[config.mk]
export PLATFORM = sky130hd
export DESIGN_NAME = dds_sweep_ctrl
export DESIGN_NICKNAME = d
export VERILOG_FILES = /design/src/rtl/dds_sweep_ctrl.sv
export SDC_FILE = /design/constraint.sdc
export NUM_CORES = 1
export LEC_CHECK = 0
export ABC_AREA = 1
export BUFFER_PORTS_ARGS = -buffer_cell sky130_fd_sc_hd__clkbuf_2
export CAP_MARGIN = 20
export CORE_MARGIN = 2
export CORE_UTILIZATION = 30
export CTS_BUF_LIST = sky130_fd_sc_hd__clkbuf_4
export CTS_CLUSTER_DIAMETER = 60
export CTS_CLUSTER_SIZE = 10
export DETAILED_ROUTE_END_ITERATION = 7
export PLACE_DENSITY_LB_ADDON = 0.2
export SETUP_SLACK_MARGIN = 0.3
export SYNTH_ARGS = -nofsm -noshare
export SYNTH_HDL_FRONTEND = slang
export SYNTH_SLANG_ARGS = --single-unit
export TNS_END_PERCENT = 10
[constraint.sdc]
create_clock -name clk -period 9.5 [get_ports clk]
set_clock_uncertainty 0.05 [all_clocks]
set_input_delay 1.9 -clock clk [delete_from_list [all_inputs] [get_ports clk]]
set_output_delay 1.9 -clock clk [all_outputs]
set_load 0.03 [all_outputs]
[src/rtl/dds_sweep_ctrl.sv]
// dds_sweep_ctrl: frequency-sweep sequencer driving the DDS Freq_KW/Ampl_KW control words.
// Amplitude is ramped in and out around every sweep so start, end and abort are glitch-free.
//   state     | meaning
//   IDLE      | amplitude zero, frequency held, waiting for start
//   RAMP_UP   | amplitude rising toward target at the first point
//   SWEEP     | dwell down-counter running, frequency stepping
//   RAMP_DOWN | amplitude falling, frequency frozen
//   DONE      | one-cycle done pulse
module dds_sweep_ctrl #(
  parameter int FKW_WIDTH   = 28,
  parameter int DAC_WIDTH   = 12,
  parameter int DWELL_WIDTH = 16,
  parameter int AMPL_STEP   = 64
) (
  input  logic                   clk,
  input  logic                   rst,
  input  logic                   start,
  input  logic                   abort,
  input  logic [FKW_WIDTH-1:0]   f_start,
  input  logic [FKW_WIDTH-1:0]   f_step,
  input  logic [FKW_WIDTH-1:0]   f_stop,
  input  logic [DWELL_WIDTH-1:0] dwell,
  input  logic [DAC_WIDTH-1:0]   ampl_target,
  input  logic                   mode,
  output logic [FKW_WIDTH-1:0]   Freq_KW,
  output logic [DAC_WIDTH-1:0]   Ampl_KW,
  output logic                   busy,
  output logic                   step_stb,
  output logic                   done
);

  typedef enum logic [2:0] {
    S_IDLE, S_RAMP_UP, S_SWEEP, S_RAMP_DOWN, S_DONE
  } state_t;

  localparam logic [31:0]          STEP_EXT = AMPL_STEP;
  localparam logic [DAC_WIDTH-1:0] STEP_W   = DAC_WIDTH'(AMPL_STEP);

  state_t                 state_q, state_d;
  logic [FKW_WIDTH-1:0]   freq_q, freq_d;
  logic [FKW_WIDTH-1:0]   f_start_q, f_start_d, f_step_q, f_step_d, f_stop_q, f_stop_d;
  logic [DWELL_WIDTH-1:0] dwell_q, dwell_d, cnt_q, cnt_d;
  logic [DAC_WIDTH-1:0]   ampl_q, ampl_d, target_q, target_d;
  logic                   mode_q, mode_d;
  logic                   step_stb_q, step_stb_d, done_q, done_d;

  logic [FKW_WIDTH:0]     freq_next;
  logic [31:0]            ampl_ext, target_ext;

  always_comb begin
    state_d    = state_q;
    freq_d     = freq_q;
    ampl_d     = ampl_q;
    cnt_d      = cnt_q;
    f_start_d  = f_start_q;
    f_step_d   = f_step_q;
    f_stop_d   = f_stop_q;
    dwell_d    = dwell_q;
    target_d   = target_q;
    mode_d     = mode_q;
    step_stb_d = 1'b0;
    done_d     = 1'b0;
    // One extra bit so a step past the top of the word range compares as out of bounds.
    freq_next  = {1'b0, freq_q} + {1'b0, f_step_q};
    ampl_ext   = 32'(ampl_q);
    target_ext = 32'(target_q);

    case (state_q)
      S_IDLE: begin
        ampl_d = '0;
        if (start && !abort) begin
          f_start_d = f_start;
          f_step_d  = f_step;
          f_stop_d  = f_stop;
          dwell_d   = dwell;
          target_d  = ampl_target;
          mode_d    = mode;
          freq_d    = f_start;
          state_d   = S_RAMP_UP;
        end
      end
      S_RAMP_UP: begin
        if (abort) begin
          state_d = S_RAMP_DOWN;
        end else if (ampl_ext + STEP_EXT >= target_ext) begin
          ampl_d  = target_q;
          cnt_d   = dwell_q;
          state_d = S_SWEEP;
        end else begin
          ampl_d = ampl_q + STEP_W;
        end
      end
      S_SWEEP: begin
        if (abort) begin
          state_d = S_RAMP_DOWN;
        end else if (cnt_q != '0) begin
          cnt_d = cnt_q - DWELL_WIDTH'(1);
        end else if (f_step_q != '0 && freq_next <= {1'b0, f_stop_q}) begin
          freq_d     = freq_next[FKW_WIDTH-1:0];
          step_stb_d = 1'b1;
          cnt_d      = dwell_q;
        end else if (mode_q && f_step_q != '0) begin
          freq_d     = f_start_q;
          step_stb_d = 1'b1;
          cnt_d      = dwell_q;
        end else begin
          state_d = S_RAMP_DOWN;
        end
      end
      S_RAMP_DOWN: begin
        if (ampl_ext <= STEP_EXT) begin
          ampl_d  = '0;
          done_d  = 1'b1;
          state_d = S_DONE;
        end else begin
          ampl_d = ampl_q - STEP_W;
        end
      end
      S_DONE:  state_d = S_IDLE;
      default: state_d = S_IDLE;
    endcase
  end

  always_ff @(posedge clk) begin
    if (rst) begin
      state_q    <= S_IDLE;
      freq_q     <= '0;
      ampl_q     <= '0;
      cnt_q      <= '0;
      f_start_q  <= '0;
      f_step_q   <= '0;
      f_stop_q   <= '0;
      dwell_q    <= '0;
      target_q   <= '0;
      mode_q     <= 1'b0;
      step_stb_q <= 1'b0;
      done_q     <= 1'b0;
    end else begin
      state_q    <= state_d;
      freq_q     <= freq_d;
      ampl_q     <= ampl_d;
      cnt_q      <= cnt_d;
      f_start_q  <= f_start_d;
      f_step_q   <= f_step_d;
      f_stop_q   <= f_stop_d;
      dwell_q    <= dwell_d;
      target_q   <= target_d;
      mode_q     <= mode_d;
      step_stb_q <= step_stb_d;
      done_q     <= done_d;
    end
  end

  assign Freq_KW  = freq_q;
  assign Ampl_KW  = ampl_q;
  assign step_stb = step_stb_q;
  assign done     = done_q;
  assign busy     = (state_q != S_IDLE);

endmodule

==> impl_metrics.csv <==
group,metric,value,unit
synthesis,ys.flop_type,"dfxtp_1",
drt,wl_per_cell,15.8,um
pwr,seqPwrFrac,0.260,
synthesis,yosys-top-cells-count,"nand2_1, inv_1, nor2_1",
pwr,p_comb_frac,0.633,
synthesis,ys_warn_count,0,
cells_and_area,nFillCells,3958,
clock_network,cts_tree,"done",
clock_network,holdBufCountCts,0,
worst_setup_path,required,10.03,ns
clock_network,h-tree-depth,4,
pwr,leakage,5.99,nW
die,start_util,0.305,
clock_network,cts_root_buf,"clkbuf_4",
synthesis,postSynthNetCount,1839,
timing,report.final.hold_viol_count,0,
global_routing,grt_pass1_wl,54.9,mm
cells_and_area,area_growth,12.6,%
place,port_buffers,159,
timing,fmax,179,MHz
worst_setup_path,crit_top_cell,"nand2_1",
synthesis,synth-compound-area-share,0.183,
die,die_w,194,um
clock_network,cts_made_buffers,17,
timing,fin_setup_tns,0,ns
worst_setup_path,arrival,6.12,ns
worst_setup_path,critPathSlowestCell,"nand2_1",
synthesis,synth_most_common_cell,"nand2_1",
cells_and_area,regArea,0.00348,mm^2
synthesis,synthTopCellsByArea,"dfxtp_1, nand2_1, ha_1, inv_1, nor2_1",
die,core_area,0.0356,mm^2
worst_setup_path,crit_path_end_kind,"register",
timing,min_period,5.59,ns
synthesis,ys_async_sr_fraction,0,
drt,via_per_inst,4.78,
die,dieArea,0.0376,mm^2
timing,setup_viol,0,
synthesis,yosys.area.top_type_share,0.322,
pwr,switching_share,0.544,
drt,dr.pass1.iters,6,
synthesis,yosysUniqueCellTypes,45,
synthesis,synthAdderAreaFrac,0.0862,
timing,worstMarginPinSlew,1.05,ns
die,ios,160,
synthesis,synth_top_family_by_area,"simple AND/OR/NAND/NOR gates",
die,dieHeight,194,um
synthesis,synth_edf_count,0,
drt,num_vias,10688,
global_routing,grt_pass1_vias,9844,
place,dp_hpwl,26.8,mm
place,gp_congestion,0.919,
synthesis,synth-simple-area-share,0.263,
timing,rsz0062_at_grt,"false",
global_routing,overflow,0,
cells_and_area,multiInputGateArea,0.00610,mm^2
cells_and_area,final_nets,1954,
worst_setup_path,slowest_delay,0.76,ns
timing,final_max_slew_viol_count,0,
timing,timing.hold.ws,0.417,ns
hold_path,min_path_type,"register to register",
synthesis,ys_ff_latch,174,
synthesis,syn_area,0.0108,mm^2
worst_setup_path,critPathKind,"register to register",
worst_setup_path,critPathTopFamily,"simple AND/OR/NAND/NOR gates",
outcome,status,"completed",
worst_setup_path,start_kind,"register",
drt,drt-total-wl,35.4,mm
pwr,ir_drop,0.194,mV
pwr,powerDensity,337,mW/mm^2
clock_network,post_cts_resized,0,
cells_and_area,drive_gt1_frac,0.136,
timing,period_share,0.588,
drt,antenna_left,0,
synthesis,avgSynthCellArea,6.57,um^2
synthesis,muxShareOfSynthArea,0,
global_routing,grt_usage,0.186,
synthesis,synth-xor-area-share,0.0315,
pwr,switchingPower,2.24,mW
run,cap_violations,0,
synthesis,ys_seq_area_frac,0.322,
clock_network,path_clk_slew,0.18,ns
clock_network,clk_latency,0.65,ns
drt,drcViolationCount,0,
timing,max_slew_margin,0.301,
pwr,p_int,1.87,mW
die,core.rowCount,69,
synthesis,synthCells,1648,
global_routing,antenna_found_initial,1,
global_routing,grt_max_degree,98,
clock_network,clockBufferDepth,2,
pwr,finalPower,4.11,mW
synthesis,synth_top_cell_by_area,"dfxtp_1",
clock_network,cts_sinks,174,
clock_network,cts_setup_buffers,0,
pwr,clkPwrFrac,0.106,
worst_setup_path,cp.buffers_inverters,4,
drt,dr.first_iter.drc_count,788,
worst_setup_path,crit_fanout,30,
cell families after synthesis:
family                     Yosys count
and+or+nand+nor                    674
AOI/OAI and AO/OA                  375
buffers and inverters              312
DFF                                174
adders and majority gates           74
xor gates and xnor gates            39
layer usage:
metal  wire length, um  global-route usage  vias to the layer above
met5                 0                   0                        -
met4               421              0.0415                        0
met3              1700              0.0313                       23
met2             15300               0.283                      270
met1             18000               0.273                     4864
li1                  -                   -                     5531
sequential cells by signal, indices dropped and copies added, names as in the netlist:
| register | flops |
|---|---|
| target_q | 12 |
| cnt_q | 16 |
| dwell_q | 16 |
| step_stb | 1 |
| state_q | 3 |
| f_start_q | 28 |
| Ampl_KW | 12 |
| Freq_KW | 28 |
| done | 1 |
| f_step_q | 28 |
| mode_q | 1 |
| f_stop_q | 28 |
power groups by stage:
stage / clock (mW) / combinational, mW / sequential, mW
CTS: 0.461 / 2.62 / 1.07
global placement: 0 / 2.57 / 1.08
detailed placement: 0 / 2.60 / 1.09
global route: 0.485 / 2.96 / 1.09
finish: 0.436 / 2.61 / 1.07
floorplan: 0 / 1.88 / 1.16
worst paths after layout:
kind	from	to	slack, ns	cells past startpoint
min	dwell_q[3]	dwell_q[3]	0.42	2
max	Freq_KW[0]	Freq_KW[4]	3.91	28
min reg2reg	dwell_q[3]	dwell_q[3]	0.42	2
max reg2reg	Freq_KW[0]	Freq_KW[4]	3.91	28
per-stage QoR:
stage	std cells	cell area [um^2]	util	worst slack, ns
global route	2237	12200	0.343	3.47
detailed placement	2205	11900	0.335	3.97
CTS	2236	12200	0.343	3.91
global placement	2205	11900	0.335	4.04
finish	2237	12200	0.343	3.91
floorplan	1648	10800	-	5.54
worst register-to-register path, delay by kind of cell (launching register included):
| kind | cells | cell delay, ns |
|---|---|---|
| compound gates | 6 | 1.07 |
| xor+xnor | 1 | 0.25 |
| fa+ha+maj | 3 | 0.88 |
| buf+inv | 4 | 0.28 |
| flops | 1 | 0.38 |
| simple gates | 14 | 2.64 |
layout make-up:
cell class,instances,area share
antenna,1,0.000205
clock inverter,14,0.0113
tap,461,0.0473
multi-input combinational,1162,0.500
inverter,241,0.0746
sequential,174,0.286
timing repair buffer,167,0.0702
clock buffer,17,0.0105
placed cells by master (no fill, tap or decap), types with 7 or more instances in the layout:
master / Yosys / routed
nand2_1: 295 / 295
nor2_1: 234 / 234
inv_1: 234 / 232
dfxtp_1: 174 / 174
a21oi_1: 162 / 162
clkbuf_2: 1 / 159
o21ai_0: 153 / 153
ha_1: 73 / 73
nand3_1: 60 / 60
xor2_1: 30 / 30
nand4_1: 24 / 24
o21ai_1: 21 / 21
nand2_2: 19 / 19
clkbuf_4: 0 / 17
nor3_1: 16 / 15
nor4_1: 10 / 10
xnor2_1: 9 / 9
buf_4: 12 / 8
a211oi_1: 7 / 7
No activity file was read; power rests on OpenSTA's default activity.
